===== src/rtl/alu4_seq.sv =====
// alu4_seq: sequenced 4-bit ALU stage with valid/ready on both sides.
// Single-cycle logic/arithmetic ops, plus an optional 4-iteration
// shift-add unsigned multiplier. Presents an 8-bit result and C/Z/N/V flags.
module alu4_seq #(
  parameter bit MUL_EN = 1'b1
) (
  input  logic       clk,
  input  logic       r,
  input  logic       in_valid,
  output logic       in_ready,
  input  logic [3:0] a,
  input  logic [3:0] b,
  input  logic [2:0] op,
  output logic       out_valid,
  input  logic       out_ready,
  output logic [7:0] y,
  output logic       c,
  output logic       z,
  output logic       n,
  output logic       v
);

  localparam logic [2:0] OP_ADD  = 3'b000;
  localparam logic [2:0] OP_SUB  = 3'b001;
  localparam logic [2:0] OP_AND  = 3'b010;
  localparam logic [2:0] OP_OR   = 3'b011;
  localparam logic [2:0] OP_XOR  = 3'b100;
  localparam logic [2:0] OP_NAND = 3'b101;
  localparam logic [2:0] OP_MUL  = 3'b110;
  localparam logic [2:0] OP_NOTA = 3'b111;

  typedef enum logic [1:0] {
    IDLE = 2'd0,
    MUL  = 2'd1,
    DONE = 2'd2
  } state_t;

  state_t      state, state_nxt;
  logic [1:0]  cnt_p0;
  logic [3:0]  mcand_p0;
  logic [3:0]  mplier_p0;
  logic [7:0]  acc_p0;
  logic [7:0]  part;
  logic [7:0]  mul_sum;
  logic        is_mul;
  logic        accept;
  logic        mul_last;
  logic [11:0] alu_res;

  // Single-cycle result packed as {y[7:0], c, z, n, v}. MUL only reaches
  // here when the multiplier is disabled, and then returns all zeros.
  function automatic logic [11:0] alu_eval(input logic [3:0] fa,
                                           input logic [3:0] fb,
                                           input logic [2:0] fop);
    logic [4:0] sum;
    logic [3:0] res;
    logic       fc;
    logic       fv;
    sum = 5'd0;
    res = 4'd0;
    fc  = 1'b0;
    fv  = 1'b0;
    case (fop)
      OP_ADD: begin
        sum = {1'b0, fa} + {1'b0, fb};
        res = sum[3:0];
        fc  = sum[4];
        fv  = (fa[3] == fb[3]) && (res[3] != fa[3]);
      end
      OP_SUB: begin
        sum = {1'b0, fa} - {1'b0, fb};
        res = sum[3:0];
        fc  = (fa >= fb);
        fv  = (fa[3] != fb[3]) && (res[3] != fa[3]);
      end
      OP_AND:  res = fa & fb;
      OP_OR:   res = fa | fb;
      OP_XOR:  res = fa ^ fb;
      OP_NAND: res = ~(fa & fb);
      OP_NOTA: res = ~fa;
      default: res = 4'd0;
    endcase
    if (fop == OP_MUL) begin
      return 12'd0;
    end
    return {4'd0, res, fc, (res == 4'd0), res[3], fv};
  endfunction

  // Multiplier result flags: carry marks a product above 15; n and v unused.
  function automatic logic [11:0] mul_flags(input logic [7:0] p);
    return {p, |p[7:4], (p == 8'h00), 1'b0, 1'b0};
  endfunction

  assign in_ready  = (state == IDLE);
  assign out_valid = (state == DONE);
  assign is_mul    = MUL_EN && (op == OP_MUL);
  assign accept    = (state == IDLE) && in_valid;
  assign mul_last  = (state == MUL) && (cnt_p0 == 2'd3);
  assign alu_res   = alu_eval(a, b, op);

  // Partial product for this iteration and the running accumulation.
  always_comb begin
    part    = 8'h00;
    if (mplier_p0[0]) begin
      part = {4'd0, mcand_p0} << cnt_p0;
    end
    mul_sum = acc_p0 + part;
  end

  // State register.
  always_ff @(posedge clk) begin
    if (r) state <= IDLE;
    else   state <= state_nxt;
  end

  // Next-state decode.
  always_comb begin
    state_nxt = state;
    case (state)
      IDLE: begin
        if (in_valid) state_nxt = is_mul ? MUL : DONE;
      end
      MUL: begin
        if (cnt_p0 == 2'd3) state_nxt = DONE;
      end
      DONE: begin
        if (out_ready) state_nxt = IDLE;
      end
      default: state_nxt = IDLE;
    endcase
  end

  // Iteration counter: runs 0..3 while multiplying, parked at 0 otherwise.
  always_ff @(posedge clk) begin
    if (r)                  cnt_p0 <= 2'd0;
    else if (state == MUL)  cnt_p0 <= cnt_p0 + 2'd1;
    else                    cnt_p0 <= 2'd0;
  end

  // Multiplier datapath: load operands on accept, then shift-add.
  always_ff @(posedge clk) begin
    if (accept) begin
      mcand_p0  <= a;
      mplier_p0 <= b;
      acc_p0    <= 8'h00;
    end else if (state == MUL) begin
      acc_p0    <= mul_sum;
      mplier_p0 <= {1'b0, mplier_p0[3:1]};
    end
  end

  // Result/flag register: loaded on a single-cycle accept or the last
  // multiply iteration, held otherwise so DONE outputs stay stable.
  always_ff @(posedge clk) begin
    if (r) begin
      {y, c, z, n, v} <= 12'd0;
    end else if (accept && !is_mul) begin
      {y, c, z, n, v} <= alu_res;
    end else if (mul_last) begin
      {y, c, z, n, v} <= mul_flags(mul_sum);
    end
  end

endmodule

===== config.mk =====
export PLATFORM = sky130hd
export DESIGN_NAME = alu4_seq
export DESIGN_NICKNAME = d
export VERILOG_FILES = /design/src/rtl/alu4_seq.sv
export SDC_FILE = /design/constraint.sdc
export NUM_CORES = 1
export LEC_CHECK = 0
export ABC_AREA = 1
export BUFFER_PORTS_ARGS = -buffer_cell sky130_fd_sc_hd__buf_2
export CELL_PAD_IN_SITES_DETAIL_PLACEMENT = 1
export CELL_PAD_IN_SITES_GLOBAL_PLACEMENT = 1
export CORE_MARGIN = 1
export CORE_UTILIZATION = 38
export DETAILED_ROUTE_END_ITERATION = 8
export MAX_ROUTING_LAYER = met4
export PLACE_DENSITY_LB_ADDON = 0.3
export SLEW_MARGIN = 15
export SYNTH_ARGS = -nofsm -noshare
export SYNTH_HDL_FRONTEND = slang
export SYNTH_SLANG_ARGS = --single-unit

===== constraint.sdc =====
create_clock -name clk -period 1.9 [get_ports clk]
set_input_delay 0.19 -clock clk [delete_from_list [all_inputs] [get_ports clk]]
set_output_delay 0.19 -clock clk [all_outputs]
set_load 0.005 [all_outputs]

**Word-level counts from Yosys, hierarchy flattened**

Index checks and enable logic that the tools add are counted.

- Reductions and logical operators: 15
- Multiplexer cells: 23
- Shifts and indexed selects: 1
- Add/subtract/negate cells: 4
- Bitwise operators: 6
- $mul: 0
- Order comparisons: 1
- Div/mod/pow operators: 0
- Equality and inequality tests: 17

Operators by type and width:

| operator | number |
|---|---|
| 4-bit one-hot mux with 7 select lines | 1 |
| 12-bit two-way mux | 2 |
| 8-bit two-way mux | 3 |
| 3-bit equality test, second input constant | 4 |
| 8-bit adder | 1 |
| 8-bit zero test | 1 |
| 1-bit two-way mux | 8 |
| 2-bit two-way mux | 4 |
| 4-bit two-way mux | 2 |
| 4-bit inverter | 2 |
| 4-bit by 2-bit left shift with 8-bit output | 1 |
| 3-bit by 2-bit equality test with 1-bit output, second input constant | 2 |
| 2-bit one-hot mux with 3 select lines | 1 |
| 4-bit by 4-bit adder with 5-bit output | 1 |
| 1-bit logical AND | 5 |
| 4-bit AND | 1 |
| 2-bit equality test, second input constant | 2 |
| 4-bit >= comparator | 1 |
| 4-bit zero test | 1 |
| 2-bit inequality test, second input constant | 2 |
| 4-bit OR | 1 |
| 1-bit one-hot mux with 2 select lines | 2 |
| 2-bit nonzero test | 2 |
| 4-bit OR reduction | 1 |
| 14 further kinds | 16 |

- Register bits: 32
- Bits in writable memories: 0
- ROM bits: 0
- Input bits: 15
- Memories: 0
- Output and inout bits: 14
- Logic and storage cells: 77
- Bits in latches: 0

**Longest topological paths before layout**

- Depth after elaboration: 6
- Gate-level depth with buffers: 17
- Depth with buffers taken out: 17

**Least setup slack after synthesis**

No wires, ideal clock.

- Kind: reg2reg
- From: register cnt_p0[0]
- To: register z
- Arrival time: 1.964 ns
- Buffers on the path: 1
- Data required time: 1.791 ns
- Stages on the path, launching flop included: 15
- Library setup time: 0.109 ns
- Setup slack: -0.173 ns
- Period minus slack after synthesis: 2.073 ns
- Cells stage by stage: dfxtp_1 > clkbuf_1 > inv_1 > nand2_1 > nor2_1 > ha_1 > inv_1 > fa_1 > o21ai_2 > xor2_1 > nor2_1 > nand3_1 > nand3_1 > nand2_1 > inv_1

- Cells in the longest elaborated chain, start to end: 6
- Elaborated cells between the ends (all ways): 9
- Classes of those cells: add/sub (1); eq/ne (1); shift (1); mux (3); reduce/logical (3)

Ends and longest elaborated chain:

| what | line | source |
|---|---|---|
| from (decl) | 39 | `logic [1:0] cnt_p0;` |
| from (signal assigned) | 136 | `else if (state == MUL) cnt_p0 <= cnt_p0 + 2'd1;` |
| 4-bit by 2-bit left shift with 8-bit output | 105 | `part = {4'd0, mcand_p0} << cnt_p0;` |
| 8-bit two-way mux | 104 | `if (mplier_p0[0]) begin` |
| 8-bit adder | 107 | `mul_sum = acc_p0 + part;` |
| 8-bit zero test | 91 | `return {p, \|p[7:4], (p == 8'h00), 1'b0, 1'b0};` |
| 1-bit two-way mux | 159 | `end else if (mul_last) begin` |
| 1-bit two-way mux | 157 | `end else if (accept && !is_mul) begin` |
| to (signal assigned) | 158 | `{y, c, z, n, v} <= alu_res;` |
| to (signal assigned) | 160 | `{y, c, z, n, v} <= mul_flags(mul_sum);` |
| to (decl) | 18 | `output logic z,` |

Parallel ways exist; a longest one is shown, timed or not. The select of a mux whose other input is x is not followed.
A chain may end at the register's enable or synchronous reset.

**Final worst setup path**

- From: register cnt_p0[0]
- To: register c

- Cells in the longest elaborated chain, start to end: 6
- Elaborated cells between the ends (all ways): 9
- Classes of those cells: add/sub (1); eq/ne (1); shift (1); mux (3); reduce/logical (3)

Ends and longest elaborated chain:

| what | line | source |
|---|---|---|
| 4-bit by 2-bit left shift with 8-bit output | 105 |  |
| 8-bit two-way mux | 104 |  |
| 8-bit adder | 107 |  |
| 4-bit OR reduction | 91 |  |
| 1-bit two-way mux | 159 |  |
| 1-bit two-way mux | 157 |  |
| to (signal assigned) | 158 |  |
| to (signal assigned) | 160 |  |
| to (decl) | 17 | `output logic c,` |

Parallel ways exist; a longest one is shown, timed or not. The select of a mux whose other input is x is not followed.

==> results.py <==
metrics = {
    "route": {
        "via_per_inst": 5.090,
        "drc": 0,
        "antenna_left": 0,
        "dr.pass1.iters": 4,
        "first_iter_violations": 132,
        "wl_mm": 7.937,
        "vias": 2489,
        "wl_per_cell_um": 16.23,
    },
    "timing": {
        "fin_hold_ws_ps": 193.6,
        "rsz0062_at_grt": "true",
        "slew_headroom_pct": 79.26,
        "hold_violations": 0,
        "period_needed_ps": 2194,
        "final-setup-viol-count": 12,
        "fin_crit_sh_pct": 115.5,
        "fin_worst_skew_ps": 13.02,
        "slew_viol_final": 0,
        "tightest_slew_ps": 310.4,
        "worst_slack_ps": -294.0,
        "max_freq_mhz": 455.8,
    },
    "yosys": {
        "synth-seq-area-share_pct": 29.81,
        "ys.warnings.count": 0,
        "synthesis.nets": 388,
        "syn_area_sq_um": 2417,
        "ys_ff_latch": 32,
        "yosysTopAreaCellShare_pct": 19.88,
        "syn_inst": 350,
        "synthTopCellsByArea": "dfxtp_1 20%, nand2_1 14%, ha_1 10%",
        "yosys.cell_types.count": 32,
        "netlist.top_cell.by_area": "dfxtp_1",
        "avgSynthCellArea_sq_um": 6.907,
    },
    "placed_design": {
        "hpwl_mm": 5.862,
        "portBuffers": 28,
        "place_area_sq_um": 2815,
        "globalplace.congestion": 0.8676,
    },
    "final_layout": {
        "final_cell_mix": "74 x nand2_1, 49 x inv_1, 32 x buf_4",
        "layout_commonest_cell": "nand2_1",
        "synthToLayoutAreaGrowth_pct": 31.88,
        "nets": 451,
        "n_antenna_cell": 0,
        "finalInstanceArea_sq_um": 3188,
        "drive_gt1_share_pct": 34.78,
    },
    "worst_setup_path": {
        "critPathCaptureType": "register",
        "crit_family": "adder cells",
        "critPathMaxFanout": 5,
        "required_ps": 2110,
        "crit_buf_inv": 2,
        "worst-setup-path-type": "register to register",
        "crit_slowest_cell": "fa_2",
        "slowest_delay_ps": 430,
        "worstPathArrival_ps": 2400,
        "path_cells": "mux2i_2, buf_4, nor2_2, inv_1, fa_2, o21ai_2, xor2_2, nor2_2, nand2_1, nand2_1, a21oi_1",
        "worstSetupStartpointType": "register",
    },
    "die": {
        "row_count": 28,
        "num_io_pins": 29,
        "die_w_um": 81.76,
        "core-area_sq_um": 6026,
        "die_h_um": 81.76,
        "start_util_pct": 40.12,
        "die_area_sq_um": 6685,
    },
    "clocking": {
        "cts_tree": "built",
        "clock_sinks": 32,
        "clkTransAtPathRegs_ps": 80,
        "numCtsBuffers": 5,
        "clockRootBuffer": "clkbuf_8",
        "clk_latency_ps": 290,
        "cts_max_path_buffers": 2,
        "htree_levels": 2,
    },
    "grt": {
        "grt.total_usage_pct": 26.31,
        "grt_pass1_wl_mm": 12.64,
        "globalRouteOverflowTotal": 0,
        "grt_max_degree": 12,
        "antenna_found_initial": 0,
        "grt_pass1_vias": 2528,
    },
    "job": {
        "max_cap_violations": 0,
    },
    "power": {
        "power_density_nw_per_um2": 832.6,
        "total_power_mw": 2.654,
        "vdd_drop_max_uv": 440.1,
        "p_leak_nw": 1.605,
    },
    "outcome": {
        "violations": "negative setup slack",
        "status": "finished with violations",
    },
    "worst_hold_path": {
        "hp-class": "primary input to register",
    },
}
==> cell usage after synthesis <==
cell type / count
xor2_1: 6
edfxtp_1: 8
buf_2: 1
a31oi_1: 3
nand4_1: 8
inv_2: 4
mux2i_1: 3
fa_1: 3
o21ai_2: 1
nor3_1: 3
a21oi_1: 19
nor2_4: 2
inv_1: 53
a211oi_2: 1
nor2_2: 4
clkbuf_1: 2
ha_1: 20
nand3_1: 27
and3_1: 1
inv_4: 2
dfxtp_1: 24
nand2_1: 92
o21ai_0: 21
nand2_4: 2
o221ai_1: 1
o21ai_1: 1
buf_4: 1
o22ai_1: 4
clkbuf_8: 1
buf_6: 2
nor2_1: 27
nand2_2: 3
==> power breakdown <==
part / internal [mW] / switching (mW) / leakage (nW) / total, mW
logic: 0.539 / 0.695 / 1.29 / 1.23
registers: 0.808 / 0.0746 / 0.275 / 0.883
clock network: 0.256 / 0.281 / 0.0412 / 0.538
==> worst min-delay path: cells and delay by family <==
kind                   cells  cell delay [ps]
AO/OA/AOI/OAI              1               60
AND/OR/NAND/NOR            1               80
buffers and inverters      2              110
==> path summary, 6_finish.rpt <==
kind / to / slack [ps] / cells past startpoint / startpoint
worst min register to register: y[6]$_SDFFE_PP0P_ / 470 / 2 / y[6]$_SDFFE_PP0P_
worst min-delay path: state[1]$_SDFFE_PP0P_ / 190 / 4 / out_ready
worst max register to register: c$_SDFFE_PP0P_ / -290 / 11 / cnt_p0[0]$_SDFF_PP0_
worst max-delay path: c$_SDFFE_PP0P_ / -290 / 11 / cnt_p0[0]$_SDFF_PP0_
==> cell families after synthesis <==
| logic type | share of synthesized area [%] |
|---|---|
| compound gates | 11.54 |
| buf+inv | 11.70 |
| xor+xnor | 2.174 |
| fa+ha+maj | 12.84 |
| simple gates | 30.69 |
| mux | 1.242 |
| flops | 29.81 |
==> what timing repair did <==
action	in CTS	in global routing
hold endpoints to repair	0	0
resized for setup	40	23
setup buffers	7	0
pin swaps	27	8
hold buffers	0	0
setup endpoints to repair	15	15
==> sequential cells by signal (all words and copies together) (netlist names) <==
| name | flops |
|---|---|
| acc_p0 | 8 |
| y | 8 |
| mcand_p0 | 4 |
| mplier_p0 | 4 |
| cnt_p0 | 2 |
| state | 2 |
| c | 1 |
| n | 1 |
| v | 1 |
| z | 1 |
==> metrics by stage <==
stage	utilization (%)	setup TNS, ps	std cells	worst slack, ps
final	52.91	-1977	489	-294.0
after global routing	52.91	-3463	489	-366.1
after CTS	51.33	-1392	489	-179.7
after detailed placement	46.72	-2664	474	-354.0
after global placement	46.72	-1465	474	-244.0
after floorplan	-	-132.0	350	-70.10
==> final cells by class <==
| cell class | count | area (sq um) |
|---|---|---|
| Clock buffer | 6 | 72.57 |
| Multi-Input combinational cell | 252 | 1643 |
| Tap cell | 75 | 93.84 |
| Fill cell | 785 | 2838 |
| Sequential cell | 32 | 725.7 |
| Clock inverter | 2 | 12.51 |
| Inverter | 59 | 226.5 |
| Timing Repair Buffer | 63 | 414.1 |
==> per-layer routing <==
metal  vias up  GRT usage, %  wire length (um)  part of all wire, %
met5         -             -                 0                    0
met4         0         6.140                96                  1.2
met3        11         3.778               299                  3.8
met2        44         42.64              3879                   49
met1      1188         34.44              3662                   46
li1       1246             -                 -                    -
No activity file was read; power rests on OpenSTA's default activity.
